[src/rtl/mc_bus_pkg.sv]
// Shared types for the memory/IO bus controller.
// FSM state encoding, error codes, IO base default, counter helpers.
package mc_bus_pkg;

  typedef enum logic [1:0] {
    IDLE    = 2'd0,
    RAM_RD  = 2'd1,
    IO_WAIT = 2'd2,
    DONE    = 2'd3
  } state_e;

  typedef enum logic [1:0] {
    ERR_NONE  = 2'd0,
    ERR_ALIGN = 2'd1,
    ERR_TMO   = 2'd2
  } err_e;

  localparam logic [31:0] IO_BASE_DEF = 32'hFFFF0000;
  localparam int          CNT_W       = 8;

  // Terminal count for a wait of n cycles.
  function automatic logic [CNT_W-1:0] tc_of(int n);
    return CNT_W'(n - 1);
  endfunction

endpackage

[src/rtl/mc_wait_cnt.sv]
// Wait-state counter: 8-bit up-counter with clear, enable, terminal compare.
// Ports: clk, rst_n, clr_i, en_i, tc_i (compare value), tc_o (count == tc_i).
module mc_wait_cnt
  import mc_bus_pkg::*;
(
  input  logic             clk,
  input  logic             rst_n,
  input  logic             clr_i,
  input  logic             en_i,
  input  logic [CNT_W-1:0] tc_i,
  output logic             tc_o
);

  logic [CNT_W-1:0] cnt_q;

  always_ff @(posedge clk or negedge rst_n) begin
    if (!rst_n) begin
      cnt_q <= '0;
    end else if (clr_i) begin
      cnt_q <= '0;
    end else if (en_i) begin
      cnt_q <= cnt_q + 1'b1;
    end
  end

  assign tc_o = (cnt_q == tc_i);

endmodule

[src/rtl/mc_bus_ctrl.sv]
// Bus controller: routes CPU accesses to block RAM or memory-mapped IO.
// Ports: CPU side (req/we/addr/wdata -> rdata/ready/err), RAM side, IO side.
module mc_bus_ctrl
  import mc_bus_pkg::*;
#(
  parameter int          RAM_AW     = 12,
  parameter int          RAM_LAT    = 1,
  parameter logic [31:0] IO_BASE    = IO_BASE_DEF,
  parameter int          IO_TIMEOUT = 16
) (
  input  logic              clock,
  input  logic              resetn,
  input  logic              req,
  input  logic              we,
  input  logic [31:0]       addr,
  input  logic [31:0]       wdata,
  output logic [31:0]       rdata,
  output logic              ready,
  output logic              err,
  output logic [RAM_AW-1:0] ram_addr,
  output logic              ram_we,
  output logic [31:0]       ram_wdata,
  input  logic [31:0]       ram_rdata,
  output logic              io_req,
  output logic              io_we,
  output logic [15:0]       io_addr,
  output logic [31:0]       io_wdata,
  input  logic [31:0]       io_rdata,
  input  logic              io_ack
);

  localparam logic [CNT_W-1:0] RD_TC = tc_of(RAM_LAT);
  localparam logic [CNT_W-1:0] IO_TC = tc_of(IO_TIMEOUT);

  state_e              state_q;
  err_e                code_q;
  logic                we_q;
  logic                io_sel_q;
  logic [31:0]         iodat_q;
  logic [31:0]         rdata_q;
  logic [31:0]         rdata_d;
  logic                ready_q;
  logic                err_q;
  logic [RAM_AW-1:0]   ram_addr_q;
  logic                ram_we_q;
  logic [31:0]         ram_wdata_q;
  logic                io_req_q;
  logic                io_we_q;
  logic [15:0]         io_addr_q;
  logic [31:0]         io_wdata_q;

  logic                mis;
  logic                hit_io;
  logic                hit_ram;
  logic                cnt_clr;
  logic                cnt_en;
  logic                cnt_tc;
  logic [CNT_W-1:0]    cnt_lim;

  assign mis     = |addr[1:0];
  assign hit_io  = !mis && (addr >= IO_BASE);
  assign hit_ram = !mis && !hit_io;

  always_comb begin
    cnt_clr = (state_q == IDLE);
    cnt_en  = (state_q == RAM_RD) || (state_q == IO_WAIT);
    cnt_lim = (state_q == IO_WAIT) ? IO_TC : RD_TC;
  end

  mc_wait_cnt u_cnt (
    .clk   (clock),
    .rst_n (resetn),
    .clr_i (cnt_clr),
    .en_i  (cnt_en),
    .tc_i  (cnt_lim),
    .tc_o  (cnt_tc)
  );

  // RAM data is taken on the ready edge; the address is still held then.
  assign rdata_d = ((code_q != ERR_NONE) || we_q) ? '0 :
                   io_sel_q ? iodat_q : ram_rdata;

  always_ff @(posedge clock or negedge resetn) begin
    if (!resetn) begin
      state_q     <= IDLE;
      code_q      <= ERR_NONE;
      we_q        <= 1'b0;
      io_sel_q    <= 1'b0;
      iodat_q     <= '0;
      rdata_q     <= '0;
      ready_q     <= 1'b0;
      err_q       <= 1'b0;
      ram_addr_q  <= '0;
      ram_we_q    <= 1'b0;
      ram_wdata_q <= '0;
      io_req_q    <= 1'b0;
      io_we_q     <= 1'b0;
      io_addr_q   <= '0;
      io_wdata_q  <= '0;
    end else begin
      unique case (state_q)
        IDLE: begin
          ready_q <= 1'b0;
          err_q   <= 1'b0;
          if (req) begin
            we_q     <= we;
            code_q   <= ERR_NONE;
            io_sel_q <= 1'b0;
            unique case (1'b1)
              mis: begin
                code_q  <= ERR_ALIGN;
                state_q <= DONE;
              end
              hit_io: begin
                io_sel_q   <= 1'b1;
                io_req_q   <= 1'b1;
                io_we_q    <= we;
                io_addr_q  <= addr[15:0];
                io_wdata_q <= wdata;
                state_q    <= IO_WAIT;
              end
              hit_ram: begin
                ram_addr_q <= addr[RAM_AW+1:2];
                if (we) begin
                  ram_we_q    <= 1'b1;
                  ram_wdata_q <= wdata;
                end
                state_q <= RAM_RD;
              end
            endcase
          end
        end
        RAM_RD: begin
          // Writes spend a single cycle here with the strobe up.
          if (we_q) begin
            ram_we_q <= 1'b0;
            state_q  <= DONE;
          end else if (cnt_tc) begin
            state_q <= DONE;
          end
        end
        IO_WAIT: begin
          if (io_ack) begin
            iodat_q  <= io_rdata;
            io_req_q <= 1'b0;
            io_we_q  <= 1'b0;
            state_q  <= DONE;
          end else if (cnt_tc) begin
            code_q   <= ERR_TMO;
            io_req_q <= 1'b0;
            io_we_q  <= 1'b0;
            state_q  <= DONE;
          end
        end
        DONE: begin
          ready_q <= 1'b1;
          err_q   <= (code_q != ERR_NONE);
          rdata_q <= rdata_d;
          state_q <= IDLE;
        end
      endcase
    end
  end

  assign rdata     = rdata_q;
  assign ready     = ready_q;
  assign err       = err_q;
  assign ram_addr  = ram_addr_q;
  assign ram_we    = ram_we_q;
  assign ram_wdata = ram_wdata_q;
  assign io_req    = io_req_q;
  assign io_we     = io_we_q;
  assign io_addr   = io_addr_q;
  assign io_wdata  = io_wdata_q;

endmodule
[config.mk]
export PLATFORM = sky130hd
export DESIGN_NAME = mc_bus_ctrl
export DESIGN_NICKNAME = d
export VERILOG_FILES = /design/src/rtl/mc_bus_pkg.sv /design/src/rtl/mc_wait_cnt.sv /design/src/rtl/mc_bus_ctrl.sv
export SDC_FILE = /design/constraint.sdc
export NUM_CORES = 1
export LEC_CHECK = 0
export ABC_AREA = 1
export BUFFER_PORTS_ARGS = -buffer_cell sky130_fd_sc_hd__buf_2
export CAP_MARGIN = 40
export CORE_AREA = 2 2 162 124
export CTS_BUF_LIST = sky130_fd_sc_hd__clkbuf_16
export DETAILED_ROUTE_END_ITERATION = 8
export DIE_AREA = 0 0 164 126
export PLACE_DENSITY = 0.64
export SYNTH_ARGS = -nofsm -noshare
export SYNTH_HDL_FRONTEND = slang
export SYNTH_HIERARCHICAL = 1
export SYNTH_SLANG_ARGS = --single-unit
[constraint.sdc]
create_clock -name clock -period 2.7 [get_ports clock]
set_clock_uncertainty 0.2 [all_clocks]
set_input_delay 0.27 -clock clock [delete_from_list [all_inputs] [get_ports clock]]
set_output_delay 0.27 -clock clock [all_outputs]
set_load 0.005 [all_outputs]
==> metrics.md <==
| Metric | Value |
|---|---|
| Core footprint | 0.01910 mm2 |
| Drt drc | 0 |
| Leading area contributor after synthesis | dfrtp_1 |
| CTS tree | done |
| CP Launch Type | flop |
| First-pass GRT wire length | 33290 um |
| Gpl congestion | 0.8533 |
| Area contributors post-synth | dfrtp_1, nand2_1, inv_1, mux2_2, nor2_1 |
| WL/cell | 14.55 um |
| Clock transition at path regs | 0.07 ns |
| Setup_tns | 0 ns |
| Grt met2 use | 0.3176 |
| Initial antenna violation count | 0 |
| P per Cell Area | 804.6 mW/mm2 |
| CP Depth | 12 |
| Sequential fraction of the synthesis area | 0.5828 |
| Tmin final | 2.308 ns |
| Final hold slack | 0.04057 ns |
| Total grt overflow | 0 |
| Io pins | 262 |
| Distinct cells, synth | 30 |
| Die height | 126 um |
| Crit Path Max Fanout | 10 |
| Gr busiest metal | met2 |
| Max Slew Vio Count | 0 |
| Cell with the largest stage delay on the worst path | dfrtp_1 |
| R2R Setup Slk | 0.39 ns |
| Achievable Freq | 433.2 MHz |
| RSZ-0062 raised after global routing | no |
| CP cell instances | inv_1 > ha_1 > xnor2_1 > nand4_1 > nor2_1 > nand2_1 > nand2_1 > nand2_1 > nand2_1 > nand2_1 > nand2_1 > o21ai_0 |
| CTS max path bufs | 2 |
| Worst Path Buf+Inv | 1 |
| Critical path endpoint category | flop |
| Input/output buffers | 261 |
| Post-Route WL | 20480 um |
| Worst r2r dst | io_req |
| VDD IR-drop max | 0.4272 mV |
| Worst-margin pin slew | 0.5477 ns |
| Mapped Area | 0.007515 mm2 |
| Post-synth top area share | 0.5828 |
| Final Net Count | 1282 |
| Hold path startpoint | req |
| Count leader, synth | dfrtp_1 |
| Worst Path Required | 2.79 ns |
| Area grow syn2layout | 43.26% |
| Fillers | 1691 |
| Synth Warn # | 6 |
| 1st-iter DRT viols | 488 |
| Cell mode on critical path | nand2_1 |
| Total Routing Usage GR | 0.2047 |
| Post-synth EDFFs | 0 |
| Maxcap violations | 0 |
| Met3 Usage GRT | 0.07839 |
| Mean Syn Cell Area | 9.747 um2 |
| Crit Path Class | reg -> reg |
| Top cells by count, synth | dfrtp_1, nand2_1, inv_1 |
| Largest net degree at the start of global routing | 88 |
| Worst-skew pair later-pin latency | 0.42 ns |
| Capture point of the worst path | io_req |
| Sink Count | 175 |
| M1 GR Usage | 0.2649 |
| Die Area | 0.02066 mm2 |
| Top FF cell, synth | dfrtp_1 |
| Largest stage delay on the critical path | 0.43 ns |
| Setup bufs post-CTS | 0 |
| CTS root buf | clkbuf_16 |
| Leak | 5.709 nW |
| Setup Viol. Count Final | 0 |
| First drt pass iteration count | 4 |
| Initial Util | 0.3934 |
| Fraction of layout cells with a size suffix above 1 | 0.3229 |
| HPWL Detailed | 13310 um |
| Crit path max-delay family | simple AND/OR/NAND/NOR gates |
| Die width | 164 um |
| Std cell rows | 44 |
| Reg2reg path depth | 12 |
| Final Hold Vio Count | 0 |
| Period utilisation layout | 0.8550 |
| Rel. slew slack | 0.6349 |
| DR vias | 6483 |
| Worst R2R Start | state_q[0] |
| CTS Buf Count | 17 |
| Diode count | 0 |
| Synth async-reset ratio | 1.000 |
| Post-Syn Instances | 771 |
| Vias in the first global route | 6549 |
| Post-DRT Antenna Nets | 0 |
| Vias per Instance | 4.604 |
| Hold WC Path Type | in -> reg |
| H-tree level count | 4 |
| CP startpoint | state_q[0] |
| Synth Register Bits | 175 |
| Status | finished clean |
| WP data arrival | 2.40 ns |
==> per-stage QoR <==
step	setup WS [ns]	power (mW)	util	area, um2	std cells
after floorplan	0.6590	5.188	-	7526	774
after global placement	0.4751	6.166	0.4759	9091	1264
after detailed placement	0.4172	6.241	0.4759	9091	1264
after CTS	0.4001	8.746	0.5635	10770	1408
after global routing	0.1691	9.275	0.5635	10770	1408
final	0.3916	8.662	0.5635	10770	1408
==> worst min-delay path by stage <==
stage                           end  slack [ns]  cells past startpoint
final                          we_q        0.04                      4
after floorplan           code_q[0]       -0.23                      0
after global placement    rdata[11]       -0.05                      1
after CTS                      we_q        0.02                      4
after global routing      rdata[11]        0.08                      2
after detailed placement  rdata[11]       -0.05                      1
==> placed cells by master, fill, tap and decap left out, types with 9 or more instances in the layout <==
master,count
o32ai_1,33
inv_1,105
mux2_2,32
nand2_1,160
o21ai_1,15
o21ai_2,25
dlygate4sd3_1,112
xnor2_1,9
nor2_1,85
clkbuf_16,17
buf_2,260
o21ai_0,57
dfrtp_1,175
==> worst reg2reg max path: cells and delay by family, from the launching register on <==
| family | cells | cell delay (ns) |
|---|---|---|
| AO/OA/AOI/OAI | 1 | 0.07 |
| adder cells (fa/ha/maj) | 1 | 0.43 |
| buffers and inverters | 1 | 0.12 |
| XOR/XNOR | 1 | 0.17 |
| AND/OR/NAND/NOR | 8 | 0.77 |
| flip-flops | 1 | 0.43 |
==> sequential cells by signal, indices dropped and copies added (netlist names) <==
signal / count
io_wdata: 32
ram_we: 1
io_req: 1
io_addr: 16
u_cnt/cnt_q: 8
err: 1
io_we: 1
io_sel_q: 1
iodat_q: 32
state_q: 2
ram_addr: 12
ram_wdata: 32
we_q: 1
ready: 1
rdata: 32
code_q: 2
==> what timing repair did <==
item	CTS	global route
resized for setup	0	0
setup endpoints to repair	0	0
hold buffers	112	0
endpoints found under the hold margin	331	0
==> routing by layer <==
| layer | share of wire | vias up |
|---|---|---|
| met5 | 0 | - |
| met3 | 0.097 | 30 |
| li1 | - | 3204 |
| met1 | 0.44 | 2995 |
| met4 | 0.018 | 0 |
| met2 | 0.44 | 254 |
==> area by class of cell <==
type,count,area (um2),share of cell area
clock buffer,17,425.4,0.03952
timing repair buffer,385,2574,0.2391
clock inverter,15,127.6,0.01185
multi-input combinational,457,2541,0.2361
tap,253,316.6,0.02941
inverter,106,401.6,0.03731
sequential,175,4379,0.4068
==> report_power, final <==
group	switching (mW)	total, mW	leakage [nW]	internal (mW)
sequential	0.426	3.81	2.29	3.38
combinational	1.30	2.52	3.16	1.22
clock	1.13	2.33	0.265	1.21
==> cell families after synthesis <==
kind of cell / Yosys count / synth area share
and+or+nand+nor: 269 / 0.1460
DFF: 175 / 0.5828
buffers and inverters: 142 / 0.08059
AOI/OAI and AO/OA: 136 / 0.1200
muxes: 32 / 0.04795
xor gates and xnor gates: 9 / 0.01049
adders and majority gates: 7 / 0.01165
other: 1 / 0.0004990
Power figures use the tool's default switching activity.
